### src/rtl/fpga_hdl_demo_if.sv
// Pin bundle for the Tiny Tapeout tile: control inputs and display outputs.
// The tile side drives ui_in and reads uo_out.
interface fpga_hdl_demo_if;
    logic [7:0] ui_in;
    logic [7:0] uo_out;

    modport master (output ui_in, input uo_out);
    modport slave  (input ui_in, output uo_out);
endinterface

### src/rtl/fpga_hdl_demo.sv
// Single-digit up/down decimal/hex counter on a seven-segment display,
// stepped by a programmable prescaler; the decimal point blinks per tick.
module fpga_hdl_demo #(
    parameter int unsigned DIVIDER = 10_000_000
) (
    input  logic                  clk,
    input  logic                  rst,
    fpga_hdl_demo_if.slave        io
);

    localparam logic [31:0] P_DIV = 32'(DIVIDER);

    logic [31:0] r_presc;
    logic [3:0]  r_digit;
    logic        r_dp;

    logic        w_pause;
    logic        w_down;
    logic        w_hex;
    logic        w_clear;
    logic [3:0]  w_speed;
    logic [31:0] w_shift;
    logic [31:0] w_last;
    logic        w_tick;
    logic [3:0]  w_max;
    logic [3:0]  w_next;
    logic [6:0]  w_seg;

    assign w_pause = io.ui_in[0];
    assign w_down  = io.ui_in[1];
    assign w_hex   = io.ui_in[2];
    assign w_clear = io.ui_in[3];
    assign w_speed = io.ui_in[7:4];

    // Period never drops below one cycle, even for large speed shifts.
    assign w_shift = P_DIV >> w_speed;
    assign w_last  = (w_shift == 32'd0) ? 32'd0 : w_shift - 32'd1;
    // >= lets a shrinking period wrap immediately instead of overflowing.
    assign w_tick  = !w_pause && (r_presc >= w_last);
    assign w_max   = w_hex ? 4'd15 : 4'd9;

    always_comb begin
        w_next = r_digit;
        if (w_down) begin
            if (r_digit == 4'd0 || r_digit > w_max)
                w_next = w_max;
            else
                w_next = r_digit - 4'd1;
        end else begin
            if (r_digit >= w_max)
                w_next = 4'd0;
            else
                w_next = r_digit + 4'd1;
        end
    end

    always_ff @(posedge clk) begin
        if (rst || w_clear) begin
            r_presc <= 32'd0;
            r_digit <= 4'd0;
            r_dp    <= 1'b0;
        end else if (!w_pause) begin
            if (w_tick) begin
                r_presc <= 32'd0;
                r_digit <= w_next;
                r_dp    <= !r_dp;
            end else begin
                r_presc <= r_presc + 32'd1;
            end
        end
    end

    always_comb begin
        w_seg = 7'h00;
        unique case (r_digit)
            4'h0: w_seg = 7'h3F;
            4'h1: w_seg = 7'h06;
            4'h2: w_seg = 7'h5B;
            4'h3: w_seg = 7'h4F;
            4'h4: w_seg = 7'h66;
            4'h5: w_seg = 7'h6D;
            4'h6: w_seg = 7'h7D;
            4'h7: w_seg = 7'h07;
            4'h8: w_seg = 7'h7F;
            4'h9: w_seg = 7'h6F;
            4'hA: w_seg = 7'h77;
            4'hB: w_seg = 7'h7C;
            4'hC: w_seg = 7'h39;
            4'hD: w_seg = 7'h5E;
            4'hE: w_seg = 7'h79;
            4'hF: w_seg = 7'h71;
        endcase
    end

    assign io.uo_out = {r_dp, w_seg};

endmodule

### src/flat_wrapper.sv
// flat-port wrapper written by rule: the top's interface ports become plain ports
module fpga_hdl_demo_flat 
#(
    parameter int unsigned DIVIDER = 10_000_000
)
  (clk, rst, io_ui_in, io_uo_out);
  fpga_hdl_demo_if io_i ();
  input  logic clk;
  input  logic rst;
  input wire logic [$bits(io_i.ui_in)-1:0] io_ui_in;
  output wire logic [$bits(io_i.uo_out)-1:0] io_uo_out;
  assign io_i.ui_in = io_ui_in;
  assign io_uo_out = io_i.uo_out;
  fpga_hdl_demo #(.DIVIDER(DIVIDER)) u_core (.clk(clk), .rst(rst), .io(io_i));
endmodule
### config.mk
export PLATFORM = sky130hd
export DESIGN_NAME = fpga_hdl_demo_flat
export DESIGN_NICKNAME = d
export VERILOG_FILES = /design/src/rtl/fpga_hdl_demo_if.sv /design/src/rtl/fpga_hdl_demo.sv /design/src/flat_wrapper.sv
export SDC_FILE = /design/constraint.sdc
export NUM_CORES = 1
export LEC_CHECK = 0
export ABC_AREA = 1
export BUFFER_PORTS_ARGS = -buffer_cell sky130_fd_sc_hd__buf_4
export CAP_MARGIN = 0
export CORE_ASPECT_RATIO = 2
export CORE_MARGIN = 2
export CORE_UTILIZATION = 57
export CTS_CLUSTER_DIAMETER = 200
export CTS_CLUSTER_SIZE = 24
export DETAILED_ROUTE_END_ITERATION = 8
export GPL_TIMING_DRIVEN = 0
export PLACE_DENSITY = 0.9
export RECOVER_POWER = 25
export SLEW_MARGIN = 30
export SYNTH_ARGS = -nofsm -noshare
export SYNTH_HDL_FRONTEND = slang
export SYNTH_SLANG_ARGS = --single-unit
### constraint.sdc
create_clock -name clk -period 4.1 [get_ports clk]
set_input_delay 0.82 -clock clk [delete_from_list [all_inputs] [get_ports clk]]
set_output_delay 0.82 -clock clk [all_outputs]
set_load 0.02 [all_outputs]
Yosys cells after proc, flatten, opt, wreduce, memory -nomap -nowiden
Memories as Yosys holds them, arrays and structs flattened. A register that Yosys moved wholly into a read port is not among the register bits.
Cells that the tools add are included.
{ "totals": {"regBits": 37, "rom_bits": 112, "inputBits": 10, "wordCells": 29, "n_memories": 1} }
{ "memory_table": {"columns": ["name", "words", "width", "read_ports", "rd_ports_with_merged_regs", "write_ports", "line_no", "source"], "rows": [
  ["(no name shown)", 16, 7, 1, 1, 0, "fpga_hdl_demo.sv:75", "unique case (r_digit)"]
]} }
{ "classes": {"addsub": 4, "order_cmp": 3, "shift": 1, "mux": 8, "bitwise": 1, "n_reduce_logical": 8} }
{ "ops": {"columns": ["op", "count"], "rows": [
  ["two-way mux 32 bit", 2],
  ["adder 32 x 1 -> 32 bit (second input constant)", 1],
  [">= comparator 32 bit", 1],
  ["logical NOT 32 bit", 1],
  [">> shifter 24 x 4 -> 32 bit (first input constant)", 1],
  ["subtractor 32 x 1 -> 32 bit (second input constant)", 1],
  ["two-way mux 4 bit", 5],
  ["adder 4 x 1 -> 4 bit (second input constant)", 1],
  [">= comparator 4 bit", 1],
  ["greater-than comparator 4 bit", 1],
  ["logical NOT 4 bit", 1],
  ["subtractor 4 x 1 -> 4 bit (second input constant)", 1],
  ["two-way mux 3 bit", 1],
  ["logical NOT 1 bit", 2],
  ["logical OR 1 bit", 2],
  ["AND reduction 2 bit", 1],
  ["logical AND 1 bit", 1],
  ["NOT 1 bit", 1]
]} }

Depth between registers and ports, before layout
Gate-level depths: netlist (run 1).
{ "depth": {"ltp_word": 8, "ltp_mapped": 35} }

Worst setup path before layout (run 1)
OpenSTA, ideal clock, no wires.
{ "synth_timing": {"path_kind": "input to register", "startpoint": "in io_ui_in[4]", "endpoint": "reg, netlist name u_core.w_seg[3]", "t_arrival_ns": 4.148, "t_required_ns": 3.986, "setup_slack_ns": -0.162, "path_stages": 30, "path_buffers": 0, "cell_sequence": "inv_1 -> ha_1 -> inv_1 -> nor2_1 -> nor2_1 -> o21bai_1 -> inv_1 -> ha_1 -> nand2_1 -> nor2_2 -> nand3_1 -> nand3b_1 -> xor2_1 -> ha_1 -> nand2_1 -> nor2_1 -> nand2_1 -> nor2_1 -> nor2_1 -> nand2_1 -> nand2_1 -> nand2_2 -> nand2_2 -> nand2_1 -> nand3_1 -> inv_1 -> ha_1 -> nand4_1 -> nand3_1 -> nand2_1"} }
{ "synth_between": {"elab_chain_len": 8} }
{ "synth_lines": {"columns": ["item", "line_no", "source"], "rows": [
  ["start, declared", "flat_wrapper.sv:10", "input wire logic [$bits(io_i.ui_in)-1:0] io_ui_in;"],
  [">> shifter 24 x 4 -> 32 bit *", "fpga_hdl_demo.sv:36", "assign w_shift = P_DIV >> w_speed;"],
  ["subtractor 32 x 1 -> 32 bit / logical NOT 32 bit (equally long branches)", "fpga_hdl_demo.sv:37", "assign w_last = (w_shift == 32'd0) ? 32'd0 : w_shift - 32'd1;"],
  ["two-way mux 32 bit *", "fpga_hdl_demo.sv:37", null],
  [">= comparator 32 bit *", "fpga_hdl_demo.sv:39", "assign w_tick = !w_pause && (r_presc >= w_last);"],
  ["logical AND 1 bit *", "fpga_hdl_demo.sv:39", null],
  ["AND reduction 2 bit (no line) *", null, null],
  ["two-way mux 4 bit (no line) * (2 in series)", null, null]
]} }
Every way passes the cells marked *; elsewhere a longest branch is shown, timed or not.
A chain may end at the register's enable or synchronous reset.

Worst setup path after layout (run 1)
{ "layout_timing": {"startpoint": "in io_ui_in[4]", "endpoint": "reg, netlist name u_core.w_seg[3]"} }
{ "layout_between": {"elab_chain_len": 8} }
{ "layout_lines": {"columns": ["item", "line_no"], "rows": [
  [">> shifter 24 x 4 -> 32 bit *", "fpga_hdl_demo.sv:36"],
  ["subtractor 32 x 1 -> 32 bit / logical NOT 32 bit (equally long branches)", "fpga_hdl_demo.sv:37"],
  ["two-way mux 32 bit *", "fpga_hdl_demo.sv:37"],
  [">= comparator 32 bit *", "fpga_hdl_demo.sv:39"],
  ["logical AND 1 bit *", "fpga_hdl_demo.sv:39"],
  ["AND reduction 2 bit (no line) *", null],
  ["two-way mux 4 bit (no line) * (2 in series)", null]
]} }
Marked as above.

==> flow_summary_export.csv, run 1 <==
group,metric,value,unit
run_status,status,"finished, violations left",
run_status,violations,"setup timing",
setup_path,critical_path.max_stage_delay,0.37,ns
yosys,synthArstFlopShare,0,%
placement,gp_congestion,0.905,
final_layout,areaGrowthSynthToFinish,23.7,%
setup_path,crit_arrival,4.67,ns
final_layout,antenna-diode-count,0,
yosys,synth-edff-count,0,
placement,pre_cts_ws,-0.700,ns
drt,via_per_inst,5.82,
setup_path,r2r.worst_path.cells,18,
global_route,grt_pass1_wl,18400,um
yosys,synth_cell_types,51,
drt,vias,4347,
floorplan,row_count,43,
sta,fmax,223,MHz
floorplan,ios,18,
clock_network,htreeDepth,2,
floorplan,start_util,58.3,%
flow_run,maxCapViolCount,0,
clock_network,postCtsHoldBufs,0,
yosys,ys_seq_elements,44,
sta,whs,0.498,ns
sta,hold_viol_final,0,
clock_network,cts.clk_slew.worst_paths,0.06,ns
drt,drc,0,
sta,rsz0062_at_grt,"yes",
min_path,hold_class,"flip-flop to flip-flop",
floorplan,die_y,123,um
clock_network,clockBufferDepth,2,
setup_path,crit_top_cell,"nand2_1",
clock_network,numCtsBuffers,5,
setup_path,crit_path_start_kind,"primary input",
floorplan,core_area,6890,um^2
drt,postRouteAntennaNets,0,
yosys,seq_area_frac_synth,21.9,%
setup_path,cp.required,4.29,ns
yosys,yosysTopAreaCell,"dfxtp_1",
sta,clock_skew,0.00304,ns
sta,finalCritPeriodShare,109,%
yosys,synth_flop_cell,"dfxtp_1",
yosys,synth_warnings,0,
placement,hpwl,8160,um
final_layout,nets,718,
yosys,synth_area,4010,um^2
pwr,power.leakage,2.21,nW
global_route,grt_max_degree,16,
final_layout,final_cells,747,
clock_network,cts.sinks,44,
final_layout,fill_cells,545,
final_layout,layout-drive-gt1-share,22.1,%
clock_network,cts-root-buf,"clkbuf_16",
setup_path,cp-end-kind,"flip-flop",
setup_path,crit_slowest_cell,"ha_4",
drt,drt_first_pass_iters,5,
global_route,overflow,0,
pwr,peakVddDrop,309,uV
sta,slew_headroom,52.2,%
sta,worst_pin_slew,0.714,ns
floorplan,die_area,7770,um^2
pwr,powerDensity,232,nW/um^2
floorplan,fp.dieW,63.3,um
yosys,synth_area_leaders,"dfxtp_1, ha_1, nand2_1, inv_1, nor2_1",
yosys,syn_inst,600,
sta,setup_viol,7,
sta,slew_viol_final,0,
yosys,synth_area_per_cell,6.69,um^2
clock_network,cts_tree,"built",
drt,wl_per_cell,16.3,um
clock_network,clk_latency,0.29,ns
drt,finalWirelength,12100,um
min_path,min_path_cells,1,
placement,dpl.cell_count,711,
drt,drt_iter0_markers,273,
sta,timing.final.ws_setup,-0.386,ns
global_route,grt_pass1_vias,4390,
global_route,antenna_found_initial,0,
placement,numPortBuffers,14,
setup_path,crit_type,"primary input to flip-flop",
yosys,yosys.area.top_type_share,21.9,%
yosys,synthTopCellsByCount,"nand2_1, inv_1, nor2_1",
global_route,grt_util_all_layers,29.3,%
setup_path,critPathMaxFanout,5,
yosys,yosysMostFrequentCell,"nand2_1",
sta,final.min_clock_period,4.49,ns
-- power breakdown --
group          leakage [nW]  internal (W)  total (W)  switching [W]
clock network        0.0804      0.000290   0.000471       0.000181
logic                  1.77     0.0000983   0.000251       0.000152
registers             0.355      0.000428   0.000428    0.000000636
-- cells by family (layout without fill, tap and decap cells) --
family                   count (synthesis)  after routing  share of synthesized area [%]
adder cells (fa/ha/maj)                 52             52                           16.2
AND/OR/NAND/NOR                        300            300                           35.1
XOR/XNOR                                21             21                           4.58
flip-flops                              44             44                           21.9
other                                    1              8                         0.0934
AO/OA/AOI/OAI                           81             81                           11.9
buffers and inverters                  101            151                           10.1
-- final timing paths --
path                 startpoint               to  slack [ns]
min reg2reg         u_core.r_dp      u_core.r_dp        0.50
min                 u_core.r_dp      u_core.r_dp        0.50
max                 io_ui_in[4]  u_core.w_seg[3]       -0.39
max reg2reg  u_core.r_presc[18]  u_core.w_seg[3]        1.16
-- repair_timing --
action | CTS | global route
endpoints found under the setup margin | 30 | 44
pin swaps | 32 | 38
setup buffers | 14 | 14
gates resized for setup | 28 | 45
-- per-stage QoR --
stage / util [%] / setup TNS [ns] / cell area (um^2) / total power, W
2_1_floorplan: - / -0.0426 / 4090 / 0.000578
3_3_place_gp: 62.5 / -14.19 / 4310 / 0.000616
3_5_place_dp: 62.5 / -16.67 / 4310 / 0.000624
4_1_cts: 68.4 / -2.10 / 4710 / 0.00111
5_1_grt: 72.1 / -7.44 / 4960 / 0.00119
6_report: 72.1 / -2.28 / 4960 / 0.00115
-- state kept, by name (all words and copies together) (netlist names) --
name	flops
u_core.w_seg	7
u_core.r_digit	4
u_core.r_presc	32
u_core.r_dp	1
-- critical path: cells and delay by family --
| family | cells | cell delay, ns |
|---|---|---|
| compound gates | 1 | 0.10 |
| xor+xnor | 1 | 0.18 |
| fa+ha+maj | 4 | 1.05 |
| buf+inv | 4 | 0.38 |
| simple gates | 20 | 2.10 |
-- layer usage --
layer  global-route usage, %  vias to the layer above  share of wire [%]  wire, um
li1                        -                     2050                  -         -
met1                    25.9                     2026                 33      4060
met2                    58.3                      184                 56      6750
met3                    3.57                       87                3.6       433
met4                    21.6                        0                7.4       898
met5                       0                        -                  0         0
-- layout make-up --
class	count	area (um^2)	area share, %
Timing Repair Buffer	42	293	5.90
Clock inverter	3	46.3	0.933
Clock buffer	5	125	2.52
Multi-Input combinational cell	462	3080	62.0
Sequential cell	44	881	17.7
Buffer	14	90.1	1.81
Tap cell	90	113	2.27
Inverter	87	340	6.86
-- placed cells by master, fill, tap and decap left out, drive strengths merged, types with 3 or more instances in the layout --
| master | count |
|---|---|
| nand2 | 153 |
| nor2 | 70 |
| nand3b | 3 |
| o21ai | 32 |
| buf | 43 |
| xnor2 | 6 |
| nor4 | 3 |
| nand4 | 16 |
| inv | 87 |
| dfxtp | 44 |
| clkbuf | 18 |
| a21o | 3 |
| ha | 52 |
| nand3 | 33 |
| a21oi | 33 |
| nor3 | 18 |
| xor2 | 15 |
| conb | 8 |
Note: power is estimated with default switching activity, not from simulation.
==> run 2: changes to the inputs <==
--- a/config.mk
+++ b/config.mk
@@ -11,11 +11,10 @@
 export CORE_ASPECT_RATIO = 2
 export CORE_MARGIN = 2
 export CORE_UTILIZATION = 57
-export CTS_CLUSTER_DIAMETER = 200
 export CTS_CLUSTER_SIZE = 24
 export DETAILED_ROUTE_END_ITERATION = 8
 export GPL_TIMING_DRIVEN = 0
-export PLACE_DENSITY = 0.9
+export PLACE_DENSITY_LB_ADDON = 0.1
 export RECOVER_POWER = 25
 export SLEW_MARGIN = 30
 export SYNTH_ARGS = -nofsm -noshare
==> run 2 against run 1 <==
  * The run still ends with setup timing left
  * Core utilization grew 2.5 points
  * Sequential power about the same
  * Critical endpoint unchanged
  * Global-route usage is 0.15 points lower
  * Setup slack gained 0.20 ns
  * Wire length shrank 7.1%
  * Total power shrank 6.9%
  * Clock skew rose by 0.0013 ns
  * Critical path type unchanged
  * Hold slack lost 0.014 ns
  * Final cell count increased by 0.67%
  * Highest routed layer unchanged
  * Via count decreased by 5.8%
  * Clock power fell by 17%
  * Largest power group is now registers
==> flow_summary_export.csv, run 2 (synthesized netlist as in run 1, its figures left out) <==
group,metric,value,unit
run_status,status,"finished, violations left",
run_status,violations,"setup timing",
global_route,grt_pass1_vias,4173,
pwr,p_int,0.000750,W
final_layout,nets,724,
clock_network,cts_tree,"built",
final_layout,post-route-util,74.5,%
setup_path,critPathMaxFanout,5,
global_route,grt_util_all_layers,29.2,%
pwr,power.leakage,2.28,nW
floorplan,die_y,123,um
sta,hold_viol_final,0,
sta,finalCritPeriodShare,105,%
clock_network,cts.clk_slew.worst_paths,0.06,ns
drt,drt_first_pass_iters,4,
clock_network,clk_latency,0.29,ns
flow_run,maxCapViolCount,0,
pwr,peakVddDrop,227,uV
setup_path,crit_arrival,4.48,ns
sta,timing.final.ws_setup,-0.190,ns
drt,drc,0,
min_path,min_path_cells,1,
placement,gp_congestion,0.874,
final_layout,mostFrequentLayoutCells,"nand2_1, inv_1, nor2_1, dfxtp_1, ha_1",
sta,slew_viol_final,0,
pwr,swShare,30.0,%
final_layout,layout-drive-gt1-share,26.1,%
final_layout,top_register,"u_core.r_presc",
clock_network,cts.sinks,44,
floorplan,start_util,58.3,%
setup_path,crit_path_start_kind,"primary input",
setup_path,crit_type,"primary input to flip-flop",
clock_network,numCtsBuffers,5,
placement,hpwl,8340,um
drt,wl_per_cell,15.0,um
floorplan,row_count,43,
clock_network,clockBufferDepth,2,
pwr,total_power,0.00107,W
global_route,grt_max_degree,14,
setup_path,crit_slowest_cell,"ha_1",
final_layout,layout_commonest_cell,"nand2_1",
pwr,p_switching,0.000321,W
drt,finalWirelength,11300,um
setup_path,cp-end-kind,"flip-flop",
sta,rsz0062_at_grt,"yes",
setup_path,cp.required,4.29,ns
setup_path,r2r.worst_path.cells,18,
clock_network,cts-root-buf,"clkbuf_16",
global_route,overflow,0,
floorplan,die_area,7770,um^2
setup_path,crit_top_cell,"nand2_1",
global_route,grt_pass1_wl,18000,um
placement,numPortBuffers,14,
drt,vias,4094,
pwr,pwr-share-seq,40.0,%
setup_path,critical_path.max_stage_delay,0.26,ns
sta,slew_headroom,56.6,%
final_layout,largest_register_ffs,32,
pwr,pwr-share-clk,36.7,%
global_route,antenna_found_initial,0,
sta,worst_pin_slew,0.649,ns
drt,drt_iter0_markers,172,
floorplan,fp.dieW,63.3,um
pwr,combPwrFrac,23.3,%
drt,via_per_inst,5.44,
final_layout,areaGrowthSynthToFinish,27.9,%
floorplan,ios,18,
sta,final.min_clock_period,4.29,ns
sta,setup_viol,12,
final_layout,fill_cells,567,
drt,postRouteAntennaNets,0,
sta,clock_skew,0.00430,ns
clock_network,htreeDepth,2,
sta,fmax,233,MHz
min_path,hold_class,"flip-flop to flip-flop",
pwr,powerDensity,209,nW/um^2
floorplan,core_area,6890,um^2
final_layout,antenna-diode-count,0,
==> run 2: cell count changes in the layout (fill, tap and decap cells not counted), moves of 4 or more <==
cell,previous run,this run
nand2_1,128,122
nand2_2,18,22
a21oi_2,0,5
a21oi_1,30,26
clkbuf_1,13,7
buf_6,2,8
==> run 2: cell type report <==
cell class                 count  area [um^2]  area share, %
multi-input combinational    462         3130           61.0
sequential                    44          881           17.2
timing repair buffer          48          417           8.12
inverter                      87          353           6.87
clock buffer                   5          125           2.44
tap                           90          113           2.19
buffer                        14         98.8           1.93
clock inverter                 2         12.5          0.244
==> run 2: timing repair <==
action | 4_1_cts | 5_1_grt
hold buffers | 0 | 0
cloned | 0 | 1
endpoints found under the hold margin | 0 | 0
gates resized for setup | 47 | 58
buffers inserted | 21 | 12
pin swaps | 44 | 37
endpoints found under the setup margin | 33 | 42
==> run 2: power groups by stage <==
| stage | clock, W | combinational [W] | sequential, W |
|---|---|---|---|
| 4_1_cts | 0.000392 | 0.000221 | 0.000429 |
| 3_5_place_dp | 0 | 0.000186 | 0.000438 |
| 5_1_grt | 0.000409 | 0.000274 | 0.000428 |
| 6_report | 0.000393 | 0.000249 | 0.000429 |
| 3_3_place_gp | 0 | 0.000181 | 0.000438 |
| 2_1_floorplan | 0 | 0.000140 | 0.000438 |
==> run 2: critical path, delay by kind of cell <==
kind,cells,cell delay (ns)
AND/OR/NAND/NOR,17,1.64
adder cells (fa/ha/maj),3,0.73
buffers and inverters,6,0.62
AO/OA/AOI/OAI,3,0.49
XOR/XNOR,1,0.15
==> run 2: routing by layer <==
layer  vias to the layer above  part of all wire (%)  track usage, %
met5                         -                     0               0
met4                         0                   4.6            18.5
met3                        36                   2.0            2.29
met2                        77                    60            60.3
met1                      1915                    34            25.8
li1                       2066                     -               -
==> run 2: through the flow <==
step | setup TNS [ns] | cell area, um^2 | std cells | setup WS [ns] | hold WS, ns
after detailed placement | -19.04 | 4310 | 711 | -0.763 | 0.450
after CTS | -0.881 | 4800 | 739 | -0.128 | 0.469
after global placement | -17.72 | 4310 | 711 | -0.744 | 0.442
after global routing | -8.99 | 5130 | 752 | -0.458 | 0.522
after floorplan | -0.0426 | 4090 | 607 | -0.0426 | 0.424
final | -1.22 | 5130 | 752 | -0.190 | 0.484
==> run 2: path summary, 6_finish.rpt <==
path / startpoint / to / slack, ns
worst max-delay path: io_ui_in[4] / u_core.w_seg[3] / -0.19
worst min-delay path: u_core.r_dp / u_core.r_dp / 0.48
worst max register to register: u_core.r_presc[18] / u_core.w_seg[3] / 1.34
worst min register to register: u_core.r_dp / u_core.r_dp / 0.48
